--- src/rtl/dmem_dump_reader_pkg.sv ---
// Shared types and defaults for the data-memory dump reader.
package dmem_dump_pkg;
  typedef enum logic [2:0] {IDLE, READ, CAPT, SEND, CSUM, FIN} state_e;

  localparam int ADDR_W_DEFAULT = 16;
  localparam int DATA_W_DEFAULT = 16;
  localparam logic [15:0] HALT_OP_DEFAULT = 16'hF000;
endpackage

--- src/rtl/dmem_dump_reader_if.sv ---
// Memory read port plus (addr, data) output stream of the dump reader.
interface dmem_dump_reader_if import dmem_dump_pkg::*; #(
  parameter int ADDR_W = ADDR_W_DEFAULT,
  parameter int DATA_W = DATA_W_DEFAULT
);
  logic              rd_en;
  logic [ADDR_W-1:0] rd_addr;
  logic [DATA_W-1:0] rd_data;
  logic              out_valid;
  logic              out_ready;
  logic [ADDR_W-1:0] out_addr;
  logic [DATA_W-1:0] out_data;
  logic              out_last;

  modport master (
    output rd_en, rd_addr, out_valid, out_addr, out_data, out_last,
    input  rd_data, out_ready
  );
  modport slave (
    input  rd_en, rd_addr, out_valid, out_addr, out_data, out_last,
    output rd_data, out_ready
  );
endinterface

--- src/rtl/dmem_dump_reader.sv ---
// Dumps data memory BASE_ADDR..LAST_ADDR as a valid/ready stream after a halt.
// DUMP_CHECKSUM_EN appends a wrapping-sum beat at address LAST_ADDR+1.
module dmem_dump_reader import dmem_dump_pkg::*; #(
  parameter int                ADDR_W    = ADDR_W_DEFAULT,
  parameter int                DATA_W    = DATA_W_DEFAULT,
  parameter logic [ADDR_W-1:0] BASE_ADDR = '0,
  parameter logic [ADDR_W-1:0] LAST_ADDR = ADDR_W'(255),
  parameter logic [15:0]       HALT_OP   = HALT_OP_DEFAULT
) (
  input  logic                clk,
  input  logic                rst,
  input  logic [15:0]         mem_instr,
  dmem_dump_reader_if.master  bus,
  output logic                busy,
  output logic                done
);
  state_e            state;
  logic [ADDR_W-1:0] cnt;
  logic              at_last;

  // Counter only advances when not at LAST_ADDR, so it can never wrap.
  assign at_last = (cnt == LAST_ADDR);

`ifdef DUMP_CHECKSUM_EN
  logic [DATA_W-1:0] sum;
`endif

  always_ff @(posedge clk) begin
    if (!rst) begin
      state         <= IDLE;
      cnt           <= BASE_ADDR;
      bus.rd_en     <= 1'b0;
      bus.rd_addr   <= '0;
      bus.out_valid <= 1'b0;
      bus.out_addr  <= '0;
      bus.out_data  <= '0;
      bus.out_last  <= 1'b0;
      busy          <= 1'b0;
      done          <= 1'b0;
`ifdef DUMP_CHECKSUM_EN
      sum           <= '0;
`endif
    end else begin
      case (state)
        IDLE: if (mem_instr == HALT_OP && !done) begin
          state       <= READ;
          busy        <= 1'b1;
          bus.rd_en   <= 1'b1;
          bus.rd_addr <= cnt;
        end
        READ: begin
          bus.rd_en <= 1'b0;
          state     <= CAPT;
        end
        CAPT: begin
          bus.out_data  <= bus.rd_data;
          bus.out_addr  <= cnt;
          bus.out_valid <= 1'b1;
`ifdef DUMP_CHECKSUM_EN
          bus.out_last  <= 1'b0;
`else
          bus.out_last  <= at_last;
`endif
          state         <= SEND;
        end
        SEND: if (bus.out_ready) begin
`ifdef DUMP_CHECKSUM_EN
          sum <= sum + bus.out_data;
`endif
          if (at_last) begin
`ifdef DUMP_CHECKSUM_EN
            // Valid stays high: the checksum beat follows back to back.
            bus.out_addr <= LAST_ADDR + 1'b1;
            bus.out_data <= sum + bus.out_data;
            bus.out_last <= 1'b1;
            state        <= CSUM;
`else
            bus.out_valid <= 1'b0;
            bus.out_last  <= 1'b0;
            busy          <= 1'b0;
            done          <= 1'b1;
            state         <= FIN;
`endif
          end else begin
            bus.out_valid <= 1'b0;
            cnt           <= cnt + 1'b1;
            bus.rd_en     <= 1'b1;
            bus.rd_addr   <= cnt + 1'b1;
            state         <= READ;
          end
        end
        CSUM: if (bus.out_ready) begin
          bus.out_valid <= 1'b0;
          bus.out_last  <= 1'b0;
          busy          <= 1'b0;
          done          <= 1'b1;
          state         <= FIN;
        end
        FIN: ;
        default: state <= IDLE;
      endcase
    end
  end
endmodule
--- src/flat_wrapper.sv ---
// flat-port wrapper written by rule: the top's interface ports become plain ports
module dmem_dump_reader_flat import dmem_dump_pkg::*;
#(
  parameter int                ADDR_W    = ADDR_W_DEFAULT,
  parameter int                DATA_W    = DATA_W_DEFAULT,
  parameter logic [ADDR_W-1:0] BASE_ADDR = '0,
  parameter logic [ADDR_W-1:0] LAST_ADDR = ADDR_W'(255),
  parameter logic [15:0]       HALT_OP   = HALT_OP_DEFAULT
)
  (clk, rst, mem_instr, busy, done, bus_rd_en, bus_rd_addr, bus_out_valid, bus_out_addr, bus_out_data, bus_out_last, bus_rd_data, bus_out_ready);
  dmem_dump_reader_if #(.ADDR_W(ADDR_W), .DATA_W(DATA_W)) bus_i ();
  input  logic clk;
  input  logic rst;
  input  logic [15:0] mem_instr;
  output logic busy;
  output logic done;
  output wire logic [$bits(bus_i.rd_en)-1:0] bus_rd_en;
  output wire logic [$bits(bus_i.rd_addr)-1:0] bus_rd_addr;
  output wire logic [$bits(bus_i.out_valid)-1:0] bus_out_valid;
  output wire logic [$bits(bus_i.out_addr)-1:0] bus_out_addr;
  output wire logic [$bits(bus_i.out_data)-1:0] bus_out_data;
  output wire logic [$bits(bus_i.out_last)-1:0] bus_out_last;
  input wire logic [$bits(bus_i.rd_data)-1:0] bus_rd_data;
  input wire logic [$bits(bus_i.out_ready)-1:0] bus_out_ready;
  assign bus_rd_en = bus_i.rd_en;
  assign bus_rd_addr = bus_i.rd_addr;
  assign bus_out_valid = bus_i.out_valid;
  assign bus_out_addr = bus_i.out_addr;
  assign bus_out_data = bus_i.out_data;
  assign bus_out_last = bus_i.out_last;
  assign bus_i.rd_data = bus_rd_data;
  assign bus_i.out_ready = bus_out_ready;
  dmem_dump_reader #(.ADDR_W(ADDR_W), .DATA_W(DATA_W), .BASE_ADDR(BASE_ADDR), .LAST_ADDR(LAST_ADDR), .HALT_OP(HALT_OP)) u_core (.clk(clk), .rst(rst), .mem_instr(mem_instr), .bus(bus_i), .busy(busy), .done(done));
endmodule
--- config.mk ---
export PLATFORM = sky130hd
export DESIGN_NAME = dmem_dump_reader_flat
export DESIGN_NICKNAME = d
export VERILOG_FILES = /design/src/rtl/dmem_dump_reader_pkg.sv /design/src/rtl/dmem_dump_reader_if.sv /design/src/rtl/dmem_dump_reader.sv /design/src/flat_wrapper.sv
export SDC_FILE = /design/constraint.sdc
export NUM_CORES = 1
export LEC_CHECK = 0
export ABC_AREA = 1
export CORE_MARGIN = 3
export CORE_UTILIZATION = 49
export DETAILED_ROUTE_END_ITERATION = 8
export PLACE_DENSITY = 0.84
export SLEW_MARGIN = 20
export SYNTH_ARGS = -nofsm -noshare
export SYNTH_HDL_FRONTEND = slang
export SYNTH_SLANG_ARGS = --single-unit
--- constraint.sdc ---
create_clock -name clk -period 2.41 [get_ports clk]
set_clock_uncertainty 0.2 [all_clocks]
set_input_delay 0.723 -clock clk [delete_from_list [all_inputs] [get_ports clk]]
set_output_delay 0.723 -clock clk [all_outputs]
set_load 0.01 [all_outputs]
==> impl_metrics.env <==
export IMPL_outcome="completed"
export IMPL_peakVddDrop_mv=0.6542
export IMPL_finalPower_mw=4.842
export IMPL_path_buf_inv=1
export IMPL_synth_simple_gate_area_frac=0.3424
export IMPL_cp_slowest_cell="clkdlybuf4s50_1"
export IMPL_synthAdderAreaFrac=0.003566
export IMPL_worst_pin_slew_ns=0.5906
export IMPL_grt_ovfl_total=0
export IMPL_grt_pass1_vias=3225
export IMPL_fmax_mhz=458.8
export IMPL_diodes=0
export IMPL_hold_end="u_core.done"
export IMPL_share_seq_of_total_power=0.338
export IMPL_drtPass1Iterations=5
export IMPL_cts_buffers=9
export IMPL_avgSynthCellArea_um2=7.234
export IMPL_synth_edf_count=0
export IMPL_synth_seq_cells=72
export IMPL_syn_area_um2=3508
export IMPL_reg2reg_setup_slack_ns=0.39
export IMPL_cts_tree="yes"
export IMPL_cts_root_buf="clkbuf_8"
export IMPL_worstRegToRegCells=11
export IMPL_synthesis_nets=521
export IMPL_layout_drive_gt1_share=0.1675
export IMPL_die_h_um=90.62
export IMPL_cts_hold_buf=0
export IMPL_pwr_density_cell_nw_per_um2=1028
export IMPL_die_width_um=90.62
export IMPL_ant_nets=0
export IMPL_ctsLongestPathBuffers=2
export IMPL_port_buffers=87
export IMPL_max_stage_delay_ns=0.56
export IMPL_cpLargestDelayFamily="buffers and inverters"
export IMPL_clock_sinks=72
export IMPL_crit_type="reg2out"
export IMPL_postCtsSetupBuffers=0
export IMPL_ys_seq_area_frac=0.4108
export IMPL_grt_max_degree=49
export IMPL_core_um2=6869
export IMPL_synth_most_common_cell="nand2_1"
export IMPL_fin_cells=675
export IMPL_swShare=0.3506
export IMPL_die_area_um2=8211
export IMPL_min_path_cells=2
export IMPL_path_max_fanout=2
export IMPL_synthXorXnorAreaFrac=0.01498
export IMPL_synth_top_area_share=0.4108
export IMPL_yosys_mux_area_fraction=0
export IMPL_ios=88
export IMPL_syn2layout_area_growth_pct=34.20
export IMPL_r2r_start="u_core.cnt[1]"
export IMPL_slew_viol_final=0
export IMPL_leakagePower_nw=1.900
export IMPL_drtIter0Drc=288
export IMPL_pre_cts_ws_ns=-0.05834
export IMPL_setup_viol=0
export IMPL_worstPathArrival_ns=1.26
export IMPL_synth_distinct_cells=32
export IMPL_critPathLaunchType="flip-flop"
export IMPL_clock_power_share=0.238
export IMPL_ys_flop_type="dfxtp_1"
export IMPL_synth_top_family_by_area="simple AND/OR/NAND/NOR gates"
export IMPL_synth_top_area_cell="dfxtp_1"
export IMPL_placed_cells=659
export IMPL_routed_wl_mm=8.403
export IMPL_setup_ws_ns=0.2306
export IMPL_hold_violations=0
export IMPL_finalNetCount=610
export IMPL_cp_end_kind="output port"
export IMPL_hold_class="reg2reg"
export IMPL_clock_latency_ns=0.34
export IMPL_synth_warnings=0
export IMPL_synth_compound_area_frac=0.1434
export IMPL_combPwrFrac=0.424
export IMPL_finalCriticalPeriod_ns=2.179
export IMPL_grt_pass1_wl_mm=14.86
export IMPL_vias_per_cell=5.067
export IMPL_power_switching_mw=1.697
export IMPL_drv_cap=0
export IMPL_num_rows=30
export IMPL_synth_area_leaders="dfxtp_1 (41%), nand2_1 (8.9%), nor2_1 (8.8%)"
export IMPL_h_tree_depth=3
export IMPL_initial_core_util=0.5107
export IMPL_drc=0
export IMPL_cp_cell_sequence="clkdlybuf4s50_1"
export IMPL_globalplace_congestion=0.8978
export IMPL_grtUsageTotal=0.2157
export IMPL_p_int_mw=3.144
export IMPL_rsz0062_at_grt="no"
export IMPL_ys_top_cells_by_count="nand2_1 (83), nor2_1 (82), dfxtp_1 (72)"
export IMPL_reg2reg_to="u_core.bus.rd_addr[1]"
export IMPL_slew_headroom=0.6058
export IMPL_via_count=3420
export IMPL_ctsResizeCount=0
export IMPL_fin_crit_sh=0.9043
export IMPL_synth_async_reset_ratio=0
export IMPL_antenna_found_initial=0
export IMPL_cts_clk_slew_worst_paths_ns=0.08
export IMPL_required_ns=1.49
export IMPL_hpwl_mm=6.180
export IMPL_min_delay_start="u_core.done"
export IMPL_netlist_instances=485
export IMPL_drt_wirelength_per_cell_um=12.45
export IMPL_fin_util=0.6854
cells by family after synthesis:
family	Yosys count
compound gates	98
fa+ha+maj	1
xor+xnor	6
flops	72
simple gates	248
buf+inv	60
per-stage QoR:
| stage | setup TNS (ns) | instance area, um2 | hold slack (ns) |
|---|---|---|---|
| floorplan | 0 | 3508 | 0.2828 |
| global placement | 0 | 4473 | 0.2493 |
| detailed placement | -0.2761 | 4473 | 0.2565 |
| CTS | 0 | 4708 | 0.2726 |
| global route | 0 | 4708 | 0.3123 |
| finish | 0 | 4708 | 0.2725 |
sequential cells by signal, summed over array words and instances (netlist names):
signal and cells:
u_core.bus.out_last 1, u_core.cnt 16, u_core.done 1, u_core.bus.rd_addr 16, u_core.bus.out_data 16, u_core.bus.out_valid 1, u_core.state 3, u_core.busy 1
u_core.bus.rd_en 1, u_core.bus.out_addr 16
layout make-up:
| class | instances | area (um2) |
|---|---|---|
| Clock buffer | 11 | 131.4 |
| Clock inverter | 5 | 103.9 |
| Fill cell | 579 | 2161 |
| Inverter | 38 | 151.4 |
| Multi-Input combinational cell | 353 | 1772 |
| Sequential cell | 72 | 1441 |
| Tap cell | 96 | 120.1 |
| Timing Repair Buffer | 100 | 988.4 |
how the worst max path moves through the flow:
stage / endpoint / depth (start not counted) / start / slack (ns)
final: bus_out_addr[2] / 1 / u_core.bus.out_addr[2] / 0.23
after floorplan: u_core.bus.rd_addr[0] / 11 / mem_instr[7] / 0.49
after global routing: bus_out_valid / 1 / u_core.bus.out_valid / 0.18
after CTS: bus_out_addr[2] / 1 / u_core.bus.out_addr[2] / 0.21
after detailed placement: u_core.bus.rd_addr[3] / 12 / mem_instr[7] / -0.06
after global placement: u_core.bus.rd_addr[4] / 12 / mem_instr[7] / 0.0009
routing by layer:
metal  part of all wire  global-route usage  wire length, um
met4              0.013             0.05867              113
met2               0.44              0.3323             3711
met1               0.45              0.2862             3775
met5                  0                   0                0
met3              0.096             0.07667              803
power groups by stage:
stage                     registers (mW)  logic [mW]  clock network, mW
final                               1.63        2.05               1.15
after global routing                1.67        2.30               1.23
after detailed placement            1.65        2.07                  0
after CTS                           1.63        2.08               1.16
after global placement              1.64        2.02                  0
after floorplan                     1.76        1.15                  0
cell usage in the layout, fill, tap and decap left out, types with 9 or more instances in the layout:
cell | synthesis | routed
nand3_1 | 17 | 17
nand2_2 | 24 | 24
nor2_1 | 82 | 81
a21oi_1 | 40 | 40
dfxtp_1 | 72 | 72
nor2_2 | 24 | 25
clkdlybuf4s50_1 | 0 | 86
o21ai_0 | 48 | 48
nand2_1 | 83 | 83
inv_1 | 29 | 29
buf_4 | 3 | 11
clkbuf_8 | 2 | 9
No activity file was read; power rests on OpenSTA's default activity.
